$ cat config.mk
export PLATFORM = sky130hd
export DESIGN_NAME = bus_mux_arbiter
export DESIGN_NICKNAME = d
export VERILOG_FILES = /design/src/rtl/bus_mux_arbiter_pkg.sv /design/src/rtl/rr_pick4.sv /design/src/rtl/bus_mux_arbiter.sv
export SDC_FILE = /design/constraint.sdc
export NUM_CORES = 1
export LEC_CHECK = 0
export CAP_MARGIN = 30
export CORE_MARGIN = 2
export CORE_UTILIZATION = 45
export CTS_BUF_LIST = sky130_fd_sc_hd__clkbuf_8 sky130_fd_sc_hd__clkbuf_16
export DETAILED_ROUTE_END_ITERATION = 16
export PLACE_DENSITY = 0.77
export RECOVER_POWER = 50
export SLEW_MARGIN = 20
export SYNTH_ARGS = -nofsm -noshare
export SYNTH_HDL_FRONTEND = slang
export SYNTH_HIERARCHICAL = 1
export SYNTH_SLANG_ARGS = --single-unit
$ cat constraint.sdc
create_clock -name clk -period 2.2 [get_ports clk]
set_clock_uncertainty 0.2 [all_clocks]
set_input_delay 0.44 -clock clk [delete_from_list [all_inputs] [get_ports clk]]
set_output_delay 0.44 -clock clk [all_outputs]
set_load 0.01 [all_outputs]
$ cat src/rtl/bus_mux_arbiter_pkg.sv
// Shared types and constants for the bus_mux_arbiter block.
package bus_mux_arbiter_pkg;

  localparam int NREQ  = 4;
  localparam int SEL_W = 2;

  typedef enum logic [1:0] {
    IDLE   = 2'd0,
    SETTLE = 2'd1,
    GRANT  = 2'd2,
    TURN   = 2'd3
  } state_t;

  function automatic logic [NREQ-1:0] onehot(input logic [SEL_W-1:0] idx);
    logic [NREQ-1:0] v;
    v      = '0;
    v[idx] = 1'b1;
    return v;
  endfunction

endpackage

$ cat src/rtl/rr_pick4.sv
// Combinational round-robin search over four requests, starting just after ptr.
module rr_pick4
  import bus_mux_arbiter_pkg::*;
(
  input  logic [NREQ-1:0]  req,
  input  logic [SEL_W-1:0] ptr,
  output logic [SEL_W-1:0] idx,
  output logic             any
);

  logic             found;
  logic [SEL_W-1:0] cand;

  always_comb begin
    idx   = ptr;
    found = 1'b0;
    cand  = ptr;
    any   = |req;
    // k=NREQ wraps back to ptr itself, so the last owner is checked last
    for (int k = 1; k <= NREQ; k++) begin
      cand = ptr + SEL_W'(k);
      if (!found && req[cand]) begin
        idx   = cand;
        found = 1'b1;
      end
    end
  end

endmodule

$ cat src/rtl/bus_mux_arbiter.sv
// Round-robin arbiter driving a dual 4:1 bus mux select with settle time before grant.
// Optional tenure limit: define BUS_MUX_ARBITER_TIMEOUT_EN to enforce MAX_HOLD.
module bus_mux_arbiter
  import bus_mux_arbiter_pkg::*;
#(
  parameter int SETTLE_CYC = 2,
  parameter int MAX_HOLD   = 16
) (
  input  logic             clk,
  input  logic             rst_n,
  input  logic [NREQ-1:0]  req,
  output logic [SEL_W-1:0] sel,
  output logic [NREQ-1:0]  gnt,
  output logic             busy,
  output logic             timeout
);

  if (SETTLE_CYC < 1 || SETTLE_CYC > 15 || MAX_HOLD < 1 || MAX_HOLD > 255) begin : g_param_check
    $error("bus_mux_arbiter: SETTLE_CYC or MAX_HOLD outside supported range");
  end

  state_t           state, state_nx;
  logic [SEL_W-1:0] sel_nx;
  logic [NREQ-1:0]  gnt_nx;
  logic [SEL_W-1:0] ptr, ptr_nx;
  logic [3:0]       settle_cnt, settle_nx;
  logic [SEL_W-1:0] winner;
  logic             any;

  rr_pick4 u_pick (
    .req (req),
    .ptr (ptr),
    .idx (winner),
    .any (any)
  );

`ifdef BUS_MUX_ARBITER_TIMEOUT_EN
  logic [7:0] hold_cnt, hold_nx;
  logic       timeout_q, timeout_nx;
  assign timeout = timeout_q;
`else
  assign timeout = 1'b0;
`endif

  assign busy = (state != IDLE);

  always_comb begin
    state_nx  = state;
    sel_nx    = sel;
    gnt_nx    = gnt;
    ptr_nx    = ptr;
    settle_nx = settle_cnt;
`ifdef BUS_MUX_ARBITER_TIMEOUT_EN
    hold_nx    = hold_cnt;
    timeout_nx = 1'b0;
`endif
    case (state)
      IDLE: begin
        gnt_nx = '0;
        if (any) begin
          state_nx  = SETTLE;
          sel_nx    = winner;
          settle_nx = 4'(SETTLE_CYC - 1);
        end
      end
      SETTLE: begin
        // Requester withdrew before the mux settled: abandon without touching ptr
        if (!req[sel]) begin
          state_nx = IDLE;
        end else if (settle_cnt == 4'd0) begin
          state_nx = GRANT;
          gnt_nx   = onehot(sel);
          ptr_nx   = sel;
`ifdef BUS_MUX_ARBITER_TIMEOUT_EN
          hold_nx  = 8'd1;
`endif
        end else begin
          settle_nx = settle_cnt - 4'd1;
        end
      end
      GRANT: begin
        if (!req[sel]) begin
          state_nx = TURN;
          gnt_nx   = '0;
`ifdef BUS_MUX_ARBITER_TIMEOUT_EN
        end else if (hold_cnt == 8'(MAX_HOLD)) begin
          state_nx   = TURN;
          gnt_nx     = '0;
          timeout_nx = 1'b1;
        end else begin
          hold_nx = hold_cnt + 8'd1;
`endif
        end
      end
      TURN: begin
        state_nx = IDLE;
        gnt_nx   = '0;
      end
      default: begin
        state_nx = IDLE;
        gnt_nx   = '0;
      end
    endcase
  end

  always_ff @(posedge clk or negedge rst_n) begin
    if (!rst_n) begin
      state      <= IDLE;
      sel        <= '0;
      gnt        <= '0;
      ptr        <= SEL_W'(NREQ - 1);
      settle_cnt <= '0;
`ifdef BUS_MUX_ARBITER_TIMEOUT_EN
      hold_cnt   <= '0;
      timeout_q  <= 1'b0;
`endif
    end else begin
      state      <= state_nx;
      sel        <= sel_nx;
      gnt        <= gnt_nx;
      ptr        <= ptr_nx;
      settle_cnt <= settle_nx;
`ifdef BUS_MUX_ARBITER_TIMEOUT_EN
      hold_cnt   <= hold_nx;
      timeout_q  <= timeout_nx;
`endif
    end
  end

endmodule

==> impl_metrics.csv <==
group,metric,value,unit
route,routed_wirelength,1500,um
critical_path,crit_slowest_cell,"clkdlybuf4s50_1",
critical_path,r2r_cells,3,
global_route,grt_pass1_wl,2410,um
clock_network,cts_tree,"yes",
power,p_sw,513,uW
clock_network,cts_setup_buffers,0,
route,drc_errors,0,
route,drt-pass1-iter-count,4,
critical_path,cp_cell_sequence,"clkdlybuf4s50_1 -> nor2_1 -> nand2_1 -> or3b_1 -> o21ai_0 -> o21ai_0 -> a22o_2",
synthesis,synth_top_family_by_area,"simple AND/OR/NAND/NOR gates",
global_route,track_usage,17.1,%
timing,worstMarginPinSlew,0.601,ns
power,p_sw_share,38.2,%
timing,min_period,2.02,ns
critical_path,worstPathArrival,1.95,ns
finish,drive_gt1_share,19.1,%
floorplan,die_h,45.3,um
clock_network,cts_resized,0,
global_route,gr-total-overflow,0,
timing,setup_viol_count_final,0,
clock_network,cts-htree-levels,1,
synthesis,ys_ff_latch,14,
critical_path,r2r-start,"sel[0]",
finish,fillers,125,
placement,routabilityCongestion,0.762,
critical_path,critPathMaxStageDelay,0.52,ns
power,combPwrFrac,48.1,%
critical_path,crit_type,"input pin to register",
critical_path,crit_cells,7,
floorplan,die_area,0.00205,mm^2
power,leakagePower,0.465,nW
clock_network,clock_path_buffers,2,
timing,hold_violations,0,
synthesis,synth-simple-area-share,19.3,%
synthesis,synth_xor_area_share,0,%
power,p_int,832,uW
clock_network,cts_sinks,14,
synthesis,post_synth.cell_area_avg,10.2,um^2
power,p_seq_share,36.5,%
clock_network,ctsHoldBuffers,0,
floorplan,num_io_pins,14,
route,num_vias,613,
route,vias_per_cell,5.57,
synthesis,synth.yosys.seq_area_share,46.1,%
critical_path,worstSetupStartpoint,"req[0]",
hold_path,hold_start,"gnt[1]",
timing,fmax,496,MHz
power,p_per_area,1380,mW/mm^2
global_route,grt_antenna_before_repair,0,
synthesis,synth_cell_types,28,
global_route,grt_pass1_vias,558,
finish,syn_to_final_growth,27.6,%
timing,rsz0062_at_grt,"no",
placement,dp_cells,107,
floorplan,start_util,49.1,%
critical_path,cp_common_cell,"o21ai_0",
clock_network,cts-root-buf,"clkbuf_8",
clock_network,clk_pin_slew_worst_paths,0.05,ns
critical_path,startpoint_type,"input pin",
critical_path,reg2reg_to,"gnt[0]",
clock_network,insertion_delay,0.25,ns
placement,port-buffer-count,12,
finish,layout_common_cells,"12 x nand2_1, 12 x dfrtp_1, 8 x clkdlybuf4s50_1",
synthesis,synth_cells,75,
global_route,grt_max_degree,15,
route,routedWlPerCell,13.6,um
finish,nets,104,
hold_path,hold_class,"register to register",
timing,drv_slew,0,
critical_path,rrSetupSlack,0.35,ns
timing,slew_headroom,59.8,%
timing,min_period_over_period,91.6,%
critical_path,endpoint,"settle_cnt[1]",
critical_path,crit_required,2.13,ns
finish,antennaDiodeCount,0,
power,p_clk_share,15.5,%
synthesis,synth_compound_area_share,15.4,%
synthesis,muxShareOfSynthArea,11.1,%
clock_network,numCtsBuffers,3,
status,status,"completed",
power,peakVddDrop,0.000696,V
job,drv_cap,0,
placement,dp_hpwl,1140,um
synthesis,synth_fa_ha_area_share,3.27,%
synthesis,syn_nets,83,
floorplan,coreArea,0.00156,mm^2
critical_path,endpoint_kind,"register",
critical_path,crit_buf_inv,1,
route,initialDrtViolationCount,8,
critical_path,worstPathMaxFanout,4,
finish,finalNonFillerCells,110,
route,antenna_left,0,
synthesis,ys_warn_count,6,
critical_path,path_delay_family,"simple AND/OR/NAND/NOR gates",
synthesis,synth_area,766,um^2
floorplan,die_x,45.3,um
floorplan,num_rows,14,
timing,setup_tns,0,ns
==> layer usage <==
layer / track usage (%) / up-vias / wire length [um]
met5: 0 / - / 0
met4: 10.6 / 0 / 32
met3: 4.00 / 5 / 101
met2: 24.3 / 19 / 669
met1: 23.3 / 287 / 695
li1: - / 302 / -
==> cells in the mapped netlist <==
cell,count,area (um^2)
nor2b_1,1,6.26
mux4_2,1,22.5
dfstp_2,2,52.6
nand3_1,1,5.00
ha_1,2,25.0
a22o_2,1,10.0
a31oi_1,1,6.26
a21oi_1,4,20.0
or3b_1,1,8.76
a21o_2,1,8.76
a22o_1,2,17.5
inv_1,7,26.3
nand2b_1,1,6.26
nor2_1,4,15.0
buf_4,1,7.51
a31o_2,1,8.76
nor3b_4,2,37.5
nand4_1,1,6.26
nand2_1,12,45.0
o21ai_0,4,20.0
nor3_1,2,10.0
dfrtp_1,12,300
or2b_1,1,7.51
mux2i_1,4,40.0
conb_1,1,3.75
mux2_2,2,22.5
a32oi_1,1,8.76
o2bb2ai_1,2,17.5
==> how the worst min path moves through the flow <==
stage | to | depth (start not counted) | slack, ns
after floorplan | asynchronous set/reset pin | 0 | -0.06
after global placement | ptr[0] | 2 | 0.28
after detailed placement | gnt[1] | 1 | 0.28
after CTS | gnt[1] | 1 | 0.29
after global routing | gnt[2] | 1 | 0.31
final | gnt[1] | 1 | 0.28
==> state kept, by name (all words and copies together) (netlist names), named ones only <==
signal      cells
gnt             4
state           1
ptr             2
settle_cnt      4
sel             2
==> cells by family (layout without fill, tap and decap cells) <==
kind of cell,Yosys count,count (layout)
adders and majority gates,2,2
DFF,14,14
buffers and inverters,8,27
and+or+nand+nor,26,26
muxes,7,7
other,1,1
AOI/OAI and AO/OA,17,17
==> area by class of cell <==
type                    instances  area, um^2  area share, %
well taps                      16        20.0           2.05
clock buffers                   3        41.3           4.23
repair buffers                 17         158           16.1
flip-flops and latches         14         353           36.1
multi-input cells              53         379           38.8
inverters                       7        26.3           2.69
==> power groups by stage <==
stage / Sequential, mW / Clock [mW] / Combinational [mW]
3_3_place_gp: 0.487 / 0 / 0.632
3_5_place_dp: 0.493 / 0 / 0.650
2_1_floorplan: 0.481 / 0 / 0.429
4_1_cts: 0.489 / 0.214 / 0.656
5_1_grt: 0.508 / 0.221 / 0.710
6_report: 0.490 / 0.208 / 0.647
==> metrics by stage <==
step | cell area (um^2) | utilization, % | setup slack (ns) | hold slack (ns) | power [mW]
2_1_floorplan | 766 | - | 0.409 | -0.0556 | 0.910
3_3_place_gp | 936 | 60.0 | -0.0398 | 0.280 | 1.12
3_5_place_dp | 936 | 60.0 | -0.0731 | 0.277 | 1.14
4_1_cts | 977 | 62.7 | 0.182 | 0.290 | 1.36
5_1_grt | 977 | 62.7 | 0.0747 | 0.312 | 1.44
6_report | 977 | 62.7 | 0.185 | 0.280 | 1.34
No activity file was read; power rests on OpenSTA's default activity.
